### src/rtl/parking_pkg.sv
// Shared definitions for the parking allocation slice.
//   - state_e     : allocation FSM states (IDLE, GRANT, OPEN)
//   - DEF_*       : default slot count and gate-open duration
//   - CNT_W       : width of the occupied/available counts
//   - popcount    : occupancy bit count, shared with the occupancy counter
package parking_pkg;

  localparam int DEF_NUM_SLOTS   = 8;
  localparam int DEF_GATE_CYCLES = 4;
  localparam int CNT_W           = 4;
  localparam int MAX_SLOTS       = 15;

  typedef enum logic [1:0] {
    IDLE  = 2'd0,
    GRANT = 2'd1,
    OPEN  = 2'd2
  } state_e;

  // Counts set bits in a zero-extended occupancy vector; at most 15 slots, so
  // the result always fits CNT_W bits.
  function automatic logic [CNT_W-1:0] popcount(input logic [MAX_SLOTS-1:0] v);
    logic [CNT_W-1:0] c;
    c = {CNT_W{1'b0}};
    for (int i = 0; i < MAX_SLOTS; i++) begin
      c = c + {{(CNT_W-1){1'b0}}, v[i]};
    end
    return c;
  endfunction

endpackage

### src/rtl/parking_free_find.sv
// Lowest-index free slot priority encoder (purely combinational).
//   occ      : occupancy vector, bit i = slot i occupied
//   idx      : index of the lowest free slot (0 when none is free)
//   any_free : at least one slot is free
module parking_free_find
  import parking_pkg::*;
#(
  parameter int NUM_SLOTS = DEF_NUM_SLOTS,
  parameter int IDW       = $clog2(NUM_SLOTS)
) (
  input  logic [NUM_SLOTS-1:0] occ,
  output logic [IDW-1:0]       idx,
  output logic                 any_free
);

  // Scan from the top down so the last free slot seen is the lowest one.
  always_comb begin
    idx      = {IDW{1'b0}};
    any_free = 1'b0;
    for (int i = NUM_SLOTS - 1; i >= 0; i--) begin
      if (!occ[i]) begin
        idx      = IDW'(i);
        any_free = 1'b1;
      end else begin
        idx      = idx;
        any_free = any_free;
      end
    end
  end

endmodule

### src/rtl/parking_alloc.sv
// Parking entry allocator: grants the lowest free slot to a waiting car,
// holds the entry gate open for GATE_CYCLES cycles, and frees slots on exit.
//   clk, rst    : clock and asynchronous active-high reset
//   entry_req   : car waiting at entry (level, held until entry_grant)
//   exit_valid  : one-cycle pulse, car in exit_slot has left
//   exit_slot   : slot being vacated
//   entry_grant : one-cycle grant pulse, grant_slot valid with it
//   grant_slot  : allocated slot index, holds last value otherwise
//   gate_open   : entry barrier open
//   exit_err    : exit for a free or out-of-range slot
//   occ         : registered occupancy vector
//   num, avail  : occupied and free counts
//   full        : every slot occupied
module parking_alloc
  import parking_pkg::*;
#(
  parameter int NUM_SLOTS   = DEF_NUM_SLOTS,
  parameter int GATE_CYCLES = DEF_GATE_CYCLES,
  parameter int IDW         = $clog2(NUM_SLOTS)
) (
  input  logic                 clk,
  input  logic                 rst,
  input  logic                 entry_req,
  input  logic                 exit_valid,
  input  logic [IDW-1:0]       exit_slot,
  output logic                 entry_grant,
  output logic [IDW-1:0]       grant_slot,
  output logic                 gate_open,
  output logic                 exit_err,
  output logic [NUM_SLOTS-1:0] occ,
  output logic [CNT_W-1:0]     num,
  output logic [CNT_W-1:0]     avail,
  output logic                 full
);

  localparam logic [1:0] S_IDLE  = IDLE;
  localparam logic [1:0] S_GRANT = GRANT;
  localparam logic [1:0] S_OPEN  = OPEN;

  // The counter is loaded with GATE_CYCLES-1 and OPEN ends when it reads zero.
  localparam int             GCW       = (GATE_CYCLES > 1) ? $clog2(GATE_CYCLES) : 1;
  localparam logic [GCW-1:0] GATE_LOAD = GCW'(GATE_CYCLES - 1);

  logic [1:0]           state;
  logic [1:0]           state_nxt;
  logic [GCW-1:0]       gate_cnt;
  logic [IDW-1:0]       free_idx;
  logic                 any_free;
  logic                 take;
  logic                 exit_hit;
  logic [NUM_SLOTS-1:0] exit_mask;
  logic [NUM_SLOTS-1:0] set_mask;

  parking_free_find #(
    .NUM_SLOTS (NUM_SLOTS),
    .IDW       (IDW)
  ) u_free_find (
    .occ      (occ),
    .idx      (free_idx),
    .any_free (any_free)
  );

  // A request is only accepted from IDLE and only when a slot is free.
  assign take = (state == S_IDLE) && entry_req && any_free;

  // Exit clears only an occupied, in-range slot; out-of-range indices never
  // match any bit, so they fall through to exit_err.
  always_comb begin
    exit_mask = {NUM_SLOTS{1'b0}};
    set_mask  = {NUM_SLOTS{1'b0}};
    for (int i = 0; i < NUM_SLOTS; i++) begin
      exit_mask[i] = exit_valid && (exit_slot == IDW'(i)) && occ[i];
      set_mask[i]  = (state == S_GRANT) && (grant_slot == IDW'(i));
    end
    exit_hit = |exit_mask;
  end

  // Next-state logic of the allocation FSM.
  always_comb begin
    state_nxt = state;
    case (state)
      S_IDLE: begin
        if (take) begin
          state_nxt = S_GRANT;
        end else begin
          state_nxt = S_IDLE;
        end
      end
      S_GRANT: state_nxt = S_OPEN;
      S_OPEN: begin
        if (gate_cnt == {GCW{1'b0}}) begin
          state_nxt = S_IDLE;
        end else begin
          state_nxt = S_OPEN;
        end
      end
      default: state_nxt = S_IDLE;
    endcase
  end

  // FSM state, gate counter and registered grant/gate/error outputs.
  always_ff @(posedge clk or posedge rst) begin
    if (rst) begin
      state       <= S_IDLE;
      gate_cnt    <= {GCW{1'b0}};
      entry_grant <= 1'b0;
      grant_slot  <= {IDW{1'b0}};
      gate_open   <= 1'b0;
      exit_err    <= 1'b0;
    end else begin
      state       <= state_nxt;
      entry_grant <= (state_nxt == S_GRANT);
      gate_open   <= (state_nxt == S_OPEN);
      exit_err    <= exit_valid && !exit_hit;
      if (take) begin
        grant_slot <= free_idx;
      end else begin
        grant_slot <= grant_slot;
      end
      if (state == S_GRANT) begin
        gate_cnt <= GATE_LOAD;
      end else if ((state == S_OPEN) && (gate_cnt != {GCW{1'b0}})) begin
        gate_cnt <= gate_cnt - {{(GCW-1){1'b0}}, 1'b1};
      end else begin
        gate_cnt <= gate_cnt;
      end
    end
  end

  // Occupancy register: exit clear and grant set never hit the same bit,
  // because the granted slot was free when it was chosen.
  always_ff @(posedge clk or posedge rst) begin
    if (rst) begin
      occ <= {NUM_SLOTS{1'b0}};
    end else begin
      occ <= (occ & ~exit_mask) | set_mask;
    end
  end

  assign num   = popcount(MAX_SLOTS'(occ));
  assign avail = CNT_W'(NUM_SLOTS) - num;
  assign full  = &occ;

endmodule

### config.mk
export PLATFORM = sky130hd
export DESIGN_NAME = parking_alloc
export DESIGN_NICKNAME = d
export VERILOG_FILES = /design/src/rtl/parking_pkg.sv /design/src/rtl/parking_free_find.sv /design/src/rtl/parking_alloc.sv
export SDC_FILE = /design/constraint.sdc
export NUM_CORES = 1
export LEC_CHECK = 0
export ABC_AREA = 1
export CORE_ASPECT_RATIO = 1.4
export CORE_UTILIZATION = 43
export DETAILED_ROUTE_END_ITERATION = 8
export PLACE_DENSITY = 0.74
export SETUP_SLACK_MARGIN = 0.1
export SLEW_MARGIN = 10
export SYNTH_ARGS = -nofsm -noshare
export SYNTH_HDL_FRONTEND = slang
export SYNTH_SLANG_ARGS = --single-unit
### constraint.sdc
create_clock -name clk -period 3.99 [get_ports clk]
set_clock_uncertainty 0.2 [all_clocks]
set_input_delay 0.798 -clock clk [delete_from_list [all_inputs] [get_ports clk]]
set_output_delay 0.798 -clock clk [all_outputs]
set_load 0.05 [all_outputs]
==> results by group <==
STA
  • Final setup violation count: 5
  • Total Negative Setup Slacks: -2030 ps
  • Max Transition Viols Final: 0
  • Final worst-path cycle share: 113%
  • Number of hold-slack violations in the final timing report: 0
  • Post-route minimum period: 4510 ps
  • Setup repair after global routing missed its margin: yes
  • Least-Margin Pin Slew: 668 ps
  • Worst rel slew slack: 55.4%
  • Max Freq: 222 MHz
  • Final worst slack: -515 ps

Clock tree
  • Number of buffers on the longest clock path: 2
  • Number of levels the H-tree was split into: 1
  • Clock slew at reported path FFs: 100 ps
  • CTS sink cnt: 18
  • CTS root buffer: clkbuf_4
  • Number of buffers inserted by hold repair at cts: 0
  • Clk_lat worst skew: 300 ps
  • Clock buffer count from CTS: 3
  • CTS tree: done

Finish
  • Fill count: 210
  • Layout Utilization: 70.5%
  • Net count of the finished layout: 219
  • Diodes inserted: 0
  • Fraction of final layout cells sized beyond drive strength 1: 28.9%
  • Area growth, synth to finish: 55.4%

Synth
  • Warnings from Yosys: 0
  • Part of the Yosys area used for sequential elements: 38.0%
  • Flops & latches, synth: 18
  • Net count of the mapped netlist: 171
  • Post-Syn Area per Cell: 7.70 um^2
  • Library cells used by synthesis: 25
  • Synth top area share: 38.0%
  • Gate count after technology mapping: 154
  • Most area-consuming cells after synthesis: dfrtp_1 38%, nand2_1 12%, inv_1 9.5%, fa_1 6.8%, ha_1 6.3%
  • Largest area contributor in the netlist: dfrtp_1
  • Area of the mapped netlist: 1190 um^2

GRT
  • First-pass GRT wire length: 5290 um
  • Total congestion overflow after global routing: 0
  • Overall track demand over capacity in global routing: 24.8%
  • Maximum number of pins on one net before global-route repair: 19
  • Via count of the first global-routing pass: 1,242
  • Antenna violations before repair: 0

Critical path
  • Critical-path maximum fanout: 3
  • Arrival time at the worst endpoint: 3510 ps
  • Critical path startpoint category: flop
  • Required arrival time at the worst endpoint: 2990 ps
  • Crit Path Category: flop to output pin
  • Element type at the critical path end: output pin

Placed design
  • Final estimated routing congestion in global placement: 0.861
  • Count of input and output buffers: 29
  • Detailed-placement wirelength estimate: 2540 um
  • Worst slack at placement: -213 ps

Drt
  • Total Routed Length: 3110 um
  • ANT nets after route: 0
  • Routed wirelength normalized by instance count: 13.1 um
  • DR vias: 1,180
  • Detailed-route vias per instance: 4.98
  • Detailed Routing Iterations Pass 1: 4
  • DR iter-0 viols: 41
  • Remaining routing DRC violations: 0

Floorplan
  • Starting utilization of the core area: 45.4%
  • Boundary pin count: 30
  • Floorplan die area: 2980 um^2
  • Total number of placement rows: 22
  • CORE AREA: 2620 um^2
  • Die Ht: 64.1 um
  • Die outline width: 46.4 um

Status
  • Violated checks: setup timing
  • Result of the run: complete, but fails checks

Worst hold path
  • Min-Delay Path Class: flop to flop

Run
  • Max Cap Viol: 0
## cells in the mapped netlist, drive strengths merged
cell and instances:
nand2 41, inv 35, dfrtp 18, nor2 16, o21ai 11, nand3 9, ha 6, a21oi 4
fa 4, o21bai 2, xor2 2, buf 1, clkinv 1, nand3b 1, o211ai 1, o22ai 1
xnor2 1
## layer usage
layer / track usage, % / up-vias / wire, um
li1: - / 563 / -
met1: 26.1 / 557 / 1070
met2: 45.1 / 49 / 1810
met3: 1.69 / 11 / 132
met4: 13.2 / 0 / 97
met5: 0 / - / 0
## final timing paths
check	start	slack (ps)	endpoint	cells after the start
max	occ[0]	-520	avail[3]	11
min	gate_cnt[1]	330	gate_cnt[1]	2
max reg2reg	occ[0]	2460	grant_slot[0]	10
min reg2reg	gate_cnt[1]	330	gate_cnt[1]	2
max in group asynchronous	rst	2430	occ[1]	2
min in group asynchronous	rst	690	occ[5]	2
## state kept, by name (all words and copies together) (netlist names)
register,count
exit_err,1
state,2
entry_grant,1
grant_slot,3
gate_open,1
occ,8
gate_cnt,2
## layout by cell type, fill, tap and decap left out, types with 4 or more instances in the layout
cell type,count
nor2_2,4
inv_2,9
nand2_1,36
nand3_1,7
buf_12,8
nor2_1,12
a21oi_1,4
o21ai_1,4
inv_1,25
o21ai_0,6
dfrtp_1,15
ha_1,4
clkdlybuf4s50_1,21
buf_4,13
## cells by family (layout without fill, tap and decap cells)
kind of cell,Yosys count,in the layout,synth area share (%)
simple gates,67,67,25.0
flops,18,18,38.0
compound gates,19,19,9.07
buf+inv,37,84,12.0
fa+ha+maj,10,10,13.1
xor+xnor,3,3,2.85
## critical path, stage by stage, from the launching register on
cell     delay (ps)
dfrtp_2         380
inv_2            50
fa_1            550
fa_1            430
fa_1            440
inv_1            70
ha_2            180
inv_2            40
fa_2            580
nand3_2         150
xnor2_4         190
buf_12          150
## area by class of cell
cell class	count	area, um^2	area share [%]
Sequential cell	18	454	24.6
Multi-Input combinational cell	99	679	36.9
Timing Repair Buffer	44	490	26.6
Inverter	36	138	7.47
Clock buffer	4	36.3	1.97
Tap cell	36	45.0	2.44
## per-stage QoR
stage / hold WS (ps) / instance area [um^2] / instances
3_3_place_gp: 284 / 1720 / 226
3_5_place_dp: 316 / 1720 / 226
4_1_cts: 340 / 1800 / 233
2_1_floorplan: 270 / 1260 / 154
6_report: 333 / 1840 / 237
5_1_grt: 371 / 1840 / 237
## what timing repair did
| item | 4_1_cts | 5_1_grt |
|---|---|---|
| gates cloned | 0 | 0 |
| setup buffers | 3 | 5 |
| gates resized for setup | 5 | 5 |
| endpoints found under the hold margin | 0 | 0 |
| endpoints found under the setup margin | 6 | 8 |
| pin swaps | 1 | 1 |
Power is left out: the tool's default activity adds up to more than one toggle a clock period on the data nets, which glitch-free logic cannot reach.
